--- src/rtl/mips_cpu_lsu.sv ---
// Load/store unit bridging the multicycle core to an Avalon-MM master port.
// One request in flight: lane steering on the way out, extraction and extension on the way back.
module mips_cpu_lsu #(
    parameter int DATA_W   = 32,
    parameter int ADDR_W   = 32,
    parameter int MAX_WAIT = 0
) (
    input  logic                clk,
    input  logic                reset,
    input  logic                req_valid,
    output logic                req_ready,
    input  logic                req_write,
    input  logic [1:0]          req_size,
    input  logic                req_signed,
    input  logic [ADDR_W-1:0]   req_addr,
    input  logic [DATA_W-1:0]   req_wdata,
    output logic                resp_valid,
    output logic [DATA_W-1:0]   resp_rdata,
    output logic                resp_error,
    output logic [ADDR_W-1:0]   address,
    output logic                read,
    output logic                write,
    input  logic                waitrequest,
    output logic [DATA_W-1:0]   writedata,
    output logic [DATA_W/8-1:0] byteenable,
    input  logic [DATA_W-1:0]   readdata
);

    localparam int BYTES = DATA_W / 8;
    localparam int OFF_W = $clog2(BYTES);
    localparam int CNT_W = (MAX_WAIT > 0) ? $clog2(MAX_WAIT + 1) : 1;

    typedef enum logic [1:0] {
        IDLE  = 2'd0,
        REQ   = 2'd1,
        RDATA = 2'd2,
        DONE  = 2'd3
    } state_t;

    state_t             state_q, state_d;
    logic [ADDR_W-1:0]  addr_q, addr_d;
    logic [BYTES-1:0]   be_q, be_d;
    logic [DATA_W-1:0]  wdata_q, wdata_d;
    logic [DATA_W-1:0]  rdata_q, rdata_d;
    logic               write_q, write_d;
    logic [1:0]         size_q, size_d;
    logic               signed_q, signed_d;
    logic [OFF_W-1:0]   off_q, off_d;
    logic [CNT_W-1:0]   cnt_q, cnt_d;
    logic               error_q, error_d;

    // Request decode: legality, lane enables and lane-shifted store data.
    int                 req_n;
    int                 req_off;
    logic               req_legal;
    logic [BYTES-1:0]   req_be;
    logic [DATA_W-1:0]  req_mask;
    logic [DATA_W-1:0]  req_lanes;

    always_comb begin
        req_n     = 1 << req_size;
        req_off   = int'(req_addr[OFF_W-1:0]);
        req_legal = (req_n <= BYTES) && ((req_off & (req_n - 1)) == 0);
        req_be    = '0;
        req_mask  = '0;
        for (int k = 0; k < BYTES; k++) begin
            req_be[k]         = (k >= req_off) && (k < req_off + req_n);
            req_mask[8*k +: 8] = (k < req_n) ? 8'hFF : 8'h00;
        end
        req_lanes = (req_wdata & req_mask) << (8 * req_off);
    end

    // Load return path: shift the addressed bytes down, then extend above size.
    int                 ld_n;
    logic [DATA_W-1:0]  ld_shifted;
    logic               ld_sign;
    logic [DATA_W-1:0]  ld_data;

    always_comb begin
        ld_n       = 1 << size_q;
        ld_shifted = readdata >> (8 * int'(off_q));
        ld_sign    = 1'b0;
        for (int k = 0; k < BYTES; k++) begin
            if (k == ld_n - 1) begin
                ld_sign = ld_shifted[8*k + 7];
            end
        end
        ld_data = '0;
        for (int k = 0; k < BYTES; k++) begin
            ld_data[8*k +: 8] = (k < ld_n) ? ld_shifted[8*k +: 8]
                                           : {8{signed_q & ld_sign}};
        end
    end

    logic [CNT_W-1:0] cnt_inc;
    assign cnt_inc = cnt_q + 1'b1;

    always_comb begin
        state_d  = state_q;
        addr_d   = addr_q;
        be_d     = be_q;
        wdata_d  = wdata_q;
        rdata_d  = rdata_q;
        write_d  = write_q;
        size_d   = size_q;
        signed_d = signed_q;
        off_d    = off_q;
        cnt_d    = cnt_q;
        error_d  = error_q;

        case (state_q)
            IDLE: begin
                if (req_valid) begin
                    rdata_d = '0;
                    if (req_legal) begin
                        state_d  = REQ;
                        addr_d   = req_addr & ~ADDR_W'(BYTES - 1);
                        be_d     = req_be;
                        wdata_d  = req_lanes;
                        write_d  = req_write;
                        size_d   = req_size;
                        signed_d = req_signed;
                        off_d    = req_addr[OFF_W-1:0];
                        cnt_d    = '0;
                        error_d  = 1'b0;
                    end else begin
                        state_d = DONE;
                        error_d = 1'b1;
                    end
                end
            end
            REQ: begin
                if (!waitrequest) begin
                    state_d = write_q ? DONE : RDATA;
                end else if (MAX_WAIT != 0) begin
                    cnt_d = cnt_inc;
                    // Abort once the stall count hits the limit with the bus still stalling.
                    if (cnt_inc == CNT_W'(MAX_WAIT)) begin
                        state_d = DONE;
                        error_d = 1'b1;
                    end
                end
            end
            RDATA: begin
                rdata_d = ld_data;
                state_d = DONE;
            end
            DONE: begin
                state_d = IDLE;
                error_d = 1'b0;
            end
            default: state_d = IDLE;
        endcase
    end

    always_ff @(posedge clk) begin
        if (!reset) begin
            state_q  <= IDLE;
            addr_q   <= '0;
            be_q     <= '0;
            wdata_q  <= '0;
            rdata_q  <= '0;
            write_q  <= 1'b0;
            size_q   <= 2'd0;
            signed_q <= 1'b0;
            off_q    <= '0;
            cnt_q    <= '0;
            error_q  <= 1'b0;
        end else begin
            state_q  <= state_d;
            addr_q   <= addr_d;
            be_q     <= be_d;
            wdata_q  <= wdata_d;
            rdata_q  <= rdata_d;
            write_q  <= write_d;
            size_q   <= size_d;
            signed_q <= signed_d;
            off_q    <= off_d;
            cnt_q    <= cnt_d;
            error_q  <= error_d;
        end
    end

    assign req_ready  = (state_q == IDLE);
    assign resp_valid = (state_q == DONE);
    assign resp_error = error_q;
    assign resp_rdata = rdata_q;
    assign read       = (state_q == REQ) && !write_q;
    assign write      = (state_q == REQ) && write_q;
    assign address    = addr_q;
    assign byteenable = be_q;
    assign writedata  = wdata_q;

endmodule

--- config.mk ---
export PLATFORM = sky130hd
export DESIGN_NAME = mips_cpu_lsu
export DESIGN_NICKNAME = d
export VERILOG_FILES = /design/src/rtl/mips_cpu_lsu.sv
export SDC_FILE = /design/constraint.sdc
export NUM_CORES = 1
export LEC_CHECK = 0
export CAP_MARGIN = 20
export CORE_MARGIN = 1.5
export CORE_UTILIZATION = 31
export CTS_CLUSTER_SIZE = 40
export DETAILED_ROUTE_END_ITERATION = 8
export GPL_TIMING_DRIVEN = 0
export PLACE_DENSITY = 0.67
export SKIP_LAST_GASP = 1
export SLEW_MARGIN = 15
export SYNTH_ARGS = -nofsm -noshare
export SYNTH_HDL_FRONTEND = slang
export SYNTH_SLANG_ARGS = --single-unit
export TNS_END_PERCENT = 30
--- constraint.sdc ---
create_clock -name clk -period 2.3 [get_ports clk]
set_input_delay 0.23 -clock clk [delete_from_list [all_inputs] [get_ports clk]]
set_output_delay 0.23 -clock clk [all_outputs]
set_load 0.02 [all_outputs]
**Word level (Yosys, flattened, before mapping)**

Cells that the tools add are included.

- Bitwise logic cells: 3
- Reduce and logical (&&, ||, !) cells: 16
- $add $sub $neg: 3
- Muxes and demuxes: 22
- Order comparisons: 16
- Eq/ne operators: 8
- Shifts and indexed selects: 4

Operators by type and width:

| kind | number |
|---|---|
| $lt 3x32->1 const A | 6 |
| $lt 1x32->1 const A | 3 |
| $lt 2x32->1 const A | 3 |
| $eq 3x32->1 const A | 2 |
| $logic_not 32->1 | 2 |
| $mux 8 | 8 |
| $pmux 32 s2 | 1 |
| $shl 1x2->32 const A | 2 |
| $sub 32x2->32 const B | 2 |
| $add 3x32->32 | 1 |
| $and 3x32->32 | 1 |
| $and 32x32->32 | 1 |
| $eq 2x32->1 const A | 1 |
| $le 32x4->1 const B | 1 |
| $mux 32 | 1 |
| $shl 32x5->32 | 1 |
| $shr 32x5->32 | 1 |
| $pmux 2 s4 | 1 |
| $mux 1 | 7 |
| $logic_and 1x1->1 | 6 |
| $mux 2 | 3 |
| $reduce_and 2->1 | 3 |
| $eq 2x2->1 const B | 2 |
| $ge 1x2->1 const A | 2 |
| other kinds (9) | 11 |

- Bits in registers: 107
- Output and inout port bits: 105
- Input bits: 104

**Longest topological paths before layout**

Gate-level depths: netlist of run 1.

- Word-level depth: 10
- Mapped depth: 10
- Depth with buffers taken out: 8

**Worst setup path before layout of run 1**

Ideal clock, no wire load.

- Kind: input-to-reg
- From: in req_size[0]
- To: reg be_q[2], in the netlist byteenable[2]
- Buffers on the path: 2
- Arrival: 2.046 ns
- Path slack: 0.132 ns
- Cell stages on the path: 8
- Cells stage by stage: clkbuf_1 clkbuf_1 nand2b_1 fa_1 a2111oi_0 mux2i_1 a21oi_1 o21ai_0

- Cells in the longest elaborated chain, start to end: 6
- Elaborated cells between the ends (all ways): 10
- Classes of those cells: add/sub (2); order compare (2); shift (1); bitwise (1); reduce/logical (4)

Ends and longest elaborated chain:

| item | RTL line | source |
|---|---|---|
| from (decl) | 13 | `input logic [1:0] req_size,` |
| $shl 1x2->32 (*) | 61 | `req_n = 1 << req_size;` |
| branches (longest 5 deep; another with $add 3x32->32) | -- |  |
| to (signal assigned) | 160 | `be_q <= '0;` |
| to (signal assigned) | 172 | `be_q <= be_d;` |
| to (decl) | 42 | `logic [BYTES-1:0] be_q, be_d;` |

Mark *: on every way between the ends.
A chain may end at the register's enable or synchronous reset.

**Worst setup path in the final report of run 1**

- From: in req_addr[1]
- To: reg be_q[2], in the netlist byteenable[2]

- Cells in the longest elaborated chain, start to end: 4
- Elaborated cells between the ends (all ways): 8
- Classes of those cells: add/sub (1); order compare (2); bitwise (1); reduce/logical (4)

Ends and longest elaborated chain:

| item | RTL line | source |
|---|---|---|
| from (decl) | 15 | `input logic [ADDR_W-1:0] req_addr,` |
| branches (longest 4 deep; another with $add 3x32->32) | -- |  |

Several ways; the timed one is not identified.

==> reports/metrics.csv, run 1 <==
stage;metric;value;unit
logic_synthesis;yosys_warnings;0;
layout;nets;932;
floorplanning;placement_rows;47;
placement;io_buffer_count;205;
sta;rsz0062_at_grt;true;
pwr;peakVddDrop;384;uV
clocking;h-tree-depth;3;
sta;period_needed;2140;ps
layout;antenna_cells;0;
sta;setup-tns-final;0;ps
pwr;p_total;5.59;mW
global_route;overflow;0;
layout;num-fill-cells;1601;
critical_path;worst_setup_path_start_kind;input pin;
sta;worstMarginPinSlew;696;ps
logic_synthesis;synth_area_leaders;dfxtp_1 (41%), nand2_1 (7.8%), a21boi_0 (5.7%), mux2i_1 (5.6%), o21ai_0 (4.6%);
global_route;grt_antenna_before_repair;0;
sta;setup-violations-final;0;
logic_synthesis;synth_edf_count;0;
routing;remaining_drc_errors;0;
placement;dp_hpwl;13.5;mm
routing;drt_iter0_drc;289;
sta;slew_viol_final;0;
sta;min_period_over_period;93.1;%
clocking;cts_tree;done;
sta;slew_headroom;53.6;%
floorplanning;ios;209;
logic_synthesis;avgSynthCellArea;8.66;sq um
logic_synthesis;synth.distinct_cells;47;
critical_path;end_kind;register;
hold_path;min_delay_path_depth;3;
critical_path;worstSetupPathType;input pin to register;
logic_synthesis;ys.flop_type;dfxtp_1;
layout;area_delta_synth_final;53.3;%
logic_synthesis;ys_seq_area_share;41.5;%
critical_path;critical_path_arrival;2380;ps
clocking;cts.sinks;107;
hold_path;hold_class;input pin to register;
sta;finClkSkew;10.2;ps
routing;firstDrtPassIters;5;
pwr;p_per_area;705;nW/um^2
routing;viasPerCell;5.03;
placement;placed_cells;1023;
logic_synthesis;ys_seq_elements;107;
sta;whs;431;ps
global_route;grt_pass1_vias;5115;
logic_synthesis;synth_top_area_cell;dfxtp_1;
critical_path;cp_slowest_stage_delay;490;ps
clocking;clk_pin_slew_worst_paths;70;ps
critical_path;cp_cell_sequence;clkdlybuf4s50_1 -> clkbuf_4 -> buf_6 -> inv_1 -> fa_1 -> a2111oi_2 -> mux2i_1 -> a21oi_1 -> o21ai_0;
critical_path;cp_max_fo;10;
sta;hold_viol_final;0;
floorplanning;die_w;132;um
pwr;p_leak;2.89;nW
routing;num_vias;5252;
layout;fin_cells;1045;
logic_synthesis;async_flop_share;0;%
sta;fmax;0.467;GHz
critical_path;worstPathRequired;2540;ps
logic_synthesis;postSynthCellCount;597;
floorplanning;die_area;17500;sq um
placement;gp_congestion;0.836;
layout;final_util;48.3;%
run_status;status;complete, no violations;
layout;drive_gt1_share;8.36;%
global_route;grt_max_degree;17;
logic_synthesis;yosys.area.top_type_share;41.5;%
floorplanning;initial_core_util;31.5;%
routing;routed_wl;18.3;mm
critical_path;slowest_stage;clkdlybuf4s50_1;
global_route;grt_pass1_wl;28.2;mm
clocking;cts_buffers;9;
critical_path;regToRegSetupSlack;190;ps
floorplanning;core_region_area;16400;sq um
run;max_cap_violations;0;
critical_path;reg2reg_depth;7;
clocking;clk_latency;350;ps
routing;postRouteAntennaNets;0;
logic_synthesis;mappedNetlistArea;5170;sq um
clocking;cts_max_path_buffers;2;
floorplanning;die_h;132;um
routing;post_drt_wl_per_cell;17.5;um
global_route;grt_usage;20.7;%
clocking;cts_root_buffer;clkbuf_16;
[routing by layer]
layer | up-vias | GRT usage (%) | wire (um)
met5 | - | 0 | 0
met4 | 0 | 6.98 | 486
met3 | 29 | 6.42 | 1420
met2 | 220 | 34.3 | 8580
met1 | 2454 | 25.5 | 7770
li1 | 2549 | - | -
[through the flow]
stage	worst slack, ps	cell area, sq um
after floorplan	132	5170
after global placement	-789	7500
after detailed placement	-816	7500
after CTS	-41.3	7830
after global routing	-21.3	7920
final	159	7920
[flip-flops by register name (all words and copies together), names as in the netlist]
name,cells
resp_rdata,32
writedata,32
address,30
byteenable,4
off_q,2
size_q,2
state_q,2
resp_error,1
signed_q,1
write_q,1
[worst max-delay path: cells and delay by family]
| kind | cells | cell delay, ps |
|---|---|---|
| AO/OA/AOI/OAI | 3 | 570 |
| adder cells (fa/ha/maj) | 1 | 450 |
| multiplexers | 1 | 170 |
| buffers and inverters | 4 | 960 |
[cells in the mapped netlist (all sizes together), types with 3 or more instances]
cell type	instances
nand2	108
dfxtp	107
o21ai	47
a21boi	39
clkbuf	35
nor2b	35
a21oi	30
mux2i	29
buf	20
a22oi	17
nor2	13
a32oi	11
nand3	10
a21o	9
a211o	8
a22o	8
inv	8
a221o	7
ha	7
mux2	5
o211ai	5
a31oi	4
nand2b	4
nand4	4
a2bb2oi	3
and2	3
and3b	3
[area by class of cell]
cell class	count	area, sq um	share of cell area [%]
Inverter	8	30.0	0.379
Tap cell	220	275	3.47
Sequential cell	107	2140	27.0
Buffer	54	289	3.65
Multi-Input combinational cell	428	2800	35.3
Clock buffer	13	260	3.28
Clock inverter	3	21.3	0.268
Timing Repair Buffer	212	2100	26.6
[timing repair]
| item | 4_1_cts | 5_1_grt |
|---|---|---|
| setup buffers | 2 | 5 |
| hold buffers | 0 | 0 |
| resized for setup | 13 | 30 |
| hold endpoints to repair | 0 | 0 |
| endpoints found under the setup margin | 95 | 97 |
| pin swaps | 2 | 3 |
[cells by family (layout without fill, tap and decap cells)]
group,Yosys count,after routing,synth area share (%)
compound gates,195,195,26.2
fa+ha+maj,8,8,2.08
mux,36,36,7.58
simple gates,187,187,17.2
other cells,1,2,0.0726
flops,107,107,41.5
buf+inv,63,290,5.40
[cells in the final DEF, fill, tap and decap left out, types with 2 or more instances in the layout]
master / n
a221o_1: 6
clkbuf_16: 9
a211o_1: 8
nand3_1: 10
nor2b_1: 35
o21ai_0: 47
a2bb2oi_1: 3
clkdlybuf4s50_1: 205
clkbuf_2: 4
o211ai_1: 5
nand2b_1: 4
clkbuf_4: 2
a21oi_1: 30
a32oi_1: 11
or3_1: 2
a21o_1: 9
mux2_2: 5
clkbuf_8: 2
mux2i_1: 28
a31oi_1: 4
and3b_1: 3
buf_4: 13
inv_1: 8
a22o_1: 8
nand2_1: 107
conb_1: 2
buf_2: 11
dfxtp_1: 107
nand4_1: 4
a21boi_0: 39
and2_1: 3
a22oi_1: 17
clkbuf_1: 27
buf_6: 5
mux4_2: 2
nor2_1: 12
ha_1: 6
[path summary, 6_finish.rpt]
check / to / from
max: byteenable[2] / req_addr[1]
min: address[31] / req_addr[31]
max reg2reg: resp_rdata[30] / state_q[0]
min reg2reg: address[10] / address[10]
[where the power goes]
part / internal, mW / leakage [nW] / total, mW / switching, mW
Clock: 0.799 / 0.136 / 1.52 / 0.718
Combinational: 0.881 / 1.89 / 1.95 / 1.06
Sequential: 2.02 / 0.867 / 2.12 / 0.103
Total: 3.70 / 2.89 / 5.59 / 1.88
Note: power is estimated with default switching activity, not from simulation.
==> run 2: changes to the inputs <==
CAP_MARGIN = 5   (was 20)
CTS_BUF_LIST = sky130_fd_sc_hd__clkbuf_8 sky130_fd_sc_hd__clkbuf_16   (was unset)
==> run 2 against run 1 <==
Effect of this change: critical path depth unchanged; clock skew about the same; design area unchanged.
==> reports/metrics.csv, run 2 (same netlist as run 1, synthesis figures left out) <==
stage;metric;value;unit;change
run_status;status;complete, no violations;;
global_route;grt_max_degree;17;;unchanged
layout;final_common_cell;clkdlybuf4s50_1;;
floorplanning;ios;209;;unchanged
clocking;cts_buffers;9;;unchanged
clocking;cts_max_path_buffers;2;;unchanged
global_route;grt_pass1_wl;28.2;mm;unchanged
routing;postRouteAntennaNets;0;;unchanged
clocking;cts_hold_buffers;0;;unchanged
floorplanning;die_area;17500;sq um;unchanged
critical_path;cp_cell_sequence;clkdlybuf4s50_1 -> clkbuf_4 -> buf_6 -> inv_1 -> fa_1 -> a2111oi_2 -> mux2i_1 -> a21oi_1 -> o21ai_0;;
layout;final_util;48.3;%;unchanged
clocking;cts_root_buffer;clkbuf_16;;
layout;area_delta_synth_final;53.3;%;unchanged
routing;remaining_drc_errors;0;;unchanged
placement;io_buffer_count;205;;unchanged
clocking;h-tree-depth;3;;unchanged
sta;hold_viol_final;0;;unchanged
layout;drive_gt1_share;8.36;%;unchanged
routing;post_drt_wl_per_cell;17.4;um;about the same
placement;post-place-ws;-816;ps;unchanged
floorplanning;placement_rows;47;;unchanged
sta;slew_headroom;53.7;%;+0.14 points
layout;num-fill-cells;1601;;unchanged
global_route;grt_antenna_before_repair;0;;unchanged
routing;firstDrtPassIters;5;;unchanged
sta;fin_ws;156;ps;-2.95 ps
sta;fmax;0.466;GHz;-0.14%
sta;setup-tns-final;0;ps;unchanged
floorplanning;die_w;132;um;unchanged
layout;fin_cells;1045;;unchanged
critical_path;crit_family;buffers and inverters;;
routing;num_vias;5249;;-0.057%
sta;setup-violations-final;0;;unchanged
critical_path;worst-path-buf-inv;4;;unchanged
global_route;grt_usage;20.7;%;unchanged
clocking;clk_latency;350;ps;about the same
sta;whs;431;ps;-0.0740 ps
routing;viasPerCell;5.02;;about the same
critical_path;worst_setup_path_start_kind;input pin;;
routing;drt_iter0_drc;290;;+0.35%
critical_path;cp_max_fo;10;;unchanged
clocking;cts_tree;done;;
sta;worstMarginPinSlew;694;ps;-2.05 ps
floorplanning;core_region_area;16400;sq um;unchanged
layout;nets;932;;unchanged
clocking;cts.sinks;107;;unchanged
critical_path;cp_slowest_stage_delay;490;ps;about the same
sta;min_period_over_period;93.2;%;+0.13 points
placement;placed_cells;1023;;unchanged
global_route;grt_pass1_vias;5115;;unchanged
routing;routed_wl;18.2;mm;about the same
layout;final_cell_mix;clkdlybuf4s50_1 (205), nand2_1 (107), dfxtp_1 (107);;
pwr;peakVddDrop;383;uV;about the same
critical_path;critical_path_arrival;2380;ps;about the same
floorplanning;initial_core_util;31.5;%;unchanged
clocking;clk_pin_slew_worst_paths;70;ps;about the same
sta;rsz0062_at_grt;true;;
layout;antenna_cells;0;;unchanged
floorplanning;die_h;132;um;unchanged
placement;gp_congestion;0.836;;unchanged
global_route;overflow;0;;unchanged
critical_path;slowest_stage;clkdlybuf4s50_1;;
pwr;p_leak;2.90;nW;+0.29%
pwr;p_per_area;703;nW/um^2;-0.27%
run;max_cap_violations;0;;unchanged
sta;slew_viol_final;0;;unchanged
critical_path;worstSetupPathType;input pin to register;;
critical_path;worstPathRequired;2540;ps;about the same
sta;period_needed;2140;ps;+2.95 ps
placement;dp_hpwl;13.5;mm;unchanged
sta;finClkSkew;9.78;ps;-0.422 ps
hold_path;hold_class;input pin to register;;
critical_path;end_kind;register;;
-- run 2: changes by cell type in the layout (fill, tap and decap cells not counted) --
| cell | change |
|---|---|
| inv_1 | +2 |
| clkbuf_1 | -2 |
-- run 2: metal layers --
layer	vias up	track usage [%]	wire length (um)
met5	-	0	0
met4	0	6.98	505
met3	31	6.42	1520
met2	238	34.3	8560
met1	2432	25.5	7650
li1	2548	-	-
-- run 2: timing repair --
item	in CTS	in global routing
hold endpoints to repair	0	0
gates resized for setup	13	30
pin swaps	2	3
setup endpoints to repair	95	97
setup buffers	2	5
-- run 2: final timing paths --
check                             startpoint        endpoint  slack [ps]  cells after the start
worst max register to register    state_q[0]  resp_rdata[30]         200                      7
worst min register to register   address[10]     address[10]         460                      2
worst max-delay path             req_addr[1]   byteenable[2]         160                      9
worst min-delay path            req_addr[31]     address[31]         430                      3
-- run 2: tightest hold or removal path: cells and delay by family --
family / cells / cell delay, ps
compound gates: 1 / 60
buf+inv: 1 / 390
simple gates: 1 / 50
-- run 2: metrics by stage --
| step | area, sq um | power (mW) |
|---|---|---|
| after floorplan | 5170 | 3.17 |
| final | 7920 | 5.57 |
| after CTS | 7830 | 5.52 |
| after detailed placement | 7500 | 3.98 |
| after global routing | 7920 | 5.86 |
| after global placement | 7500 | 3.97 |
-- run 2: area by class of cell --
cell class | count | area (sq um) | share of cell area, %
Buffer | 54 | 289 | 3.65
Multi-Input combinational cell | 428 | 2800 | 35.3
Sequential cell | 107 | 2140 | 27.0
Clock inverter | 5 | 28.8 | 0.363
Inverter | 8 | 30.0 | 0.379
Timing Repair Buffer | 212 | 2100 | 26.6
Clock buffer | 11 | 253 | 3.19
Tap cell | 220 | 275 | 3.47
-- run 2: where the power goes --
part / internal (mW) / switching [mW]
sequential: 2.02 / 0.103
combinational: 0.881 / 1.06
clock: 0.790 / 0.714
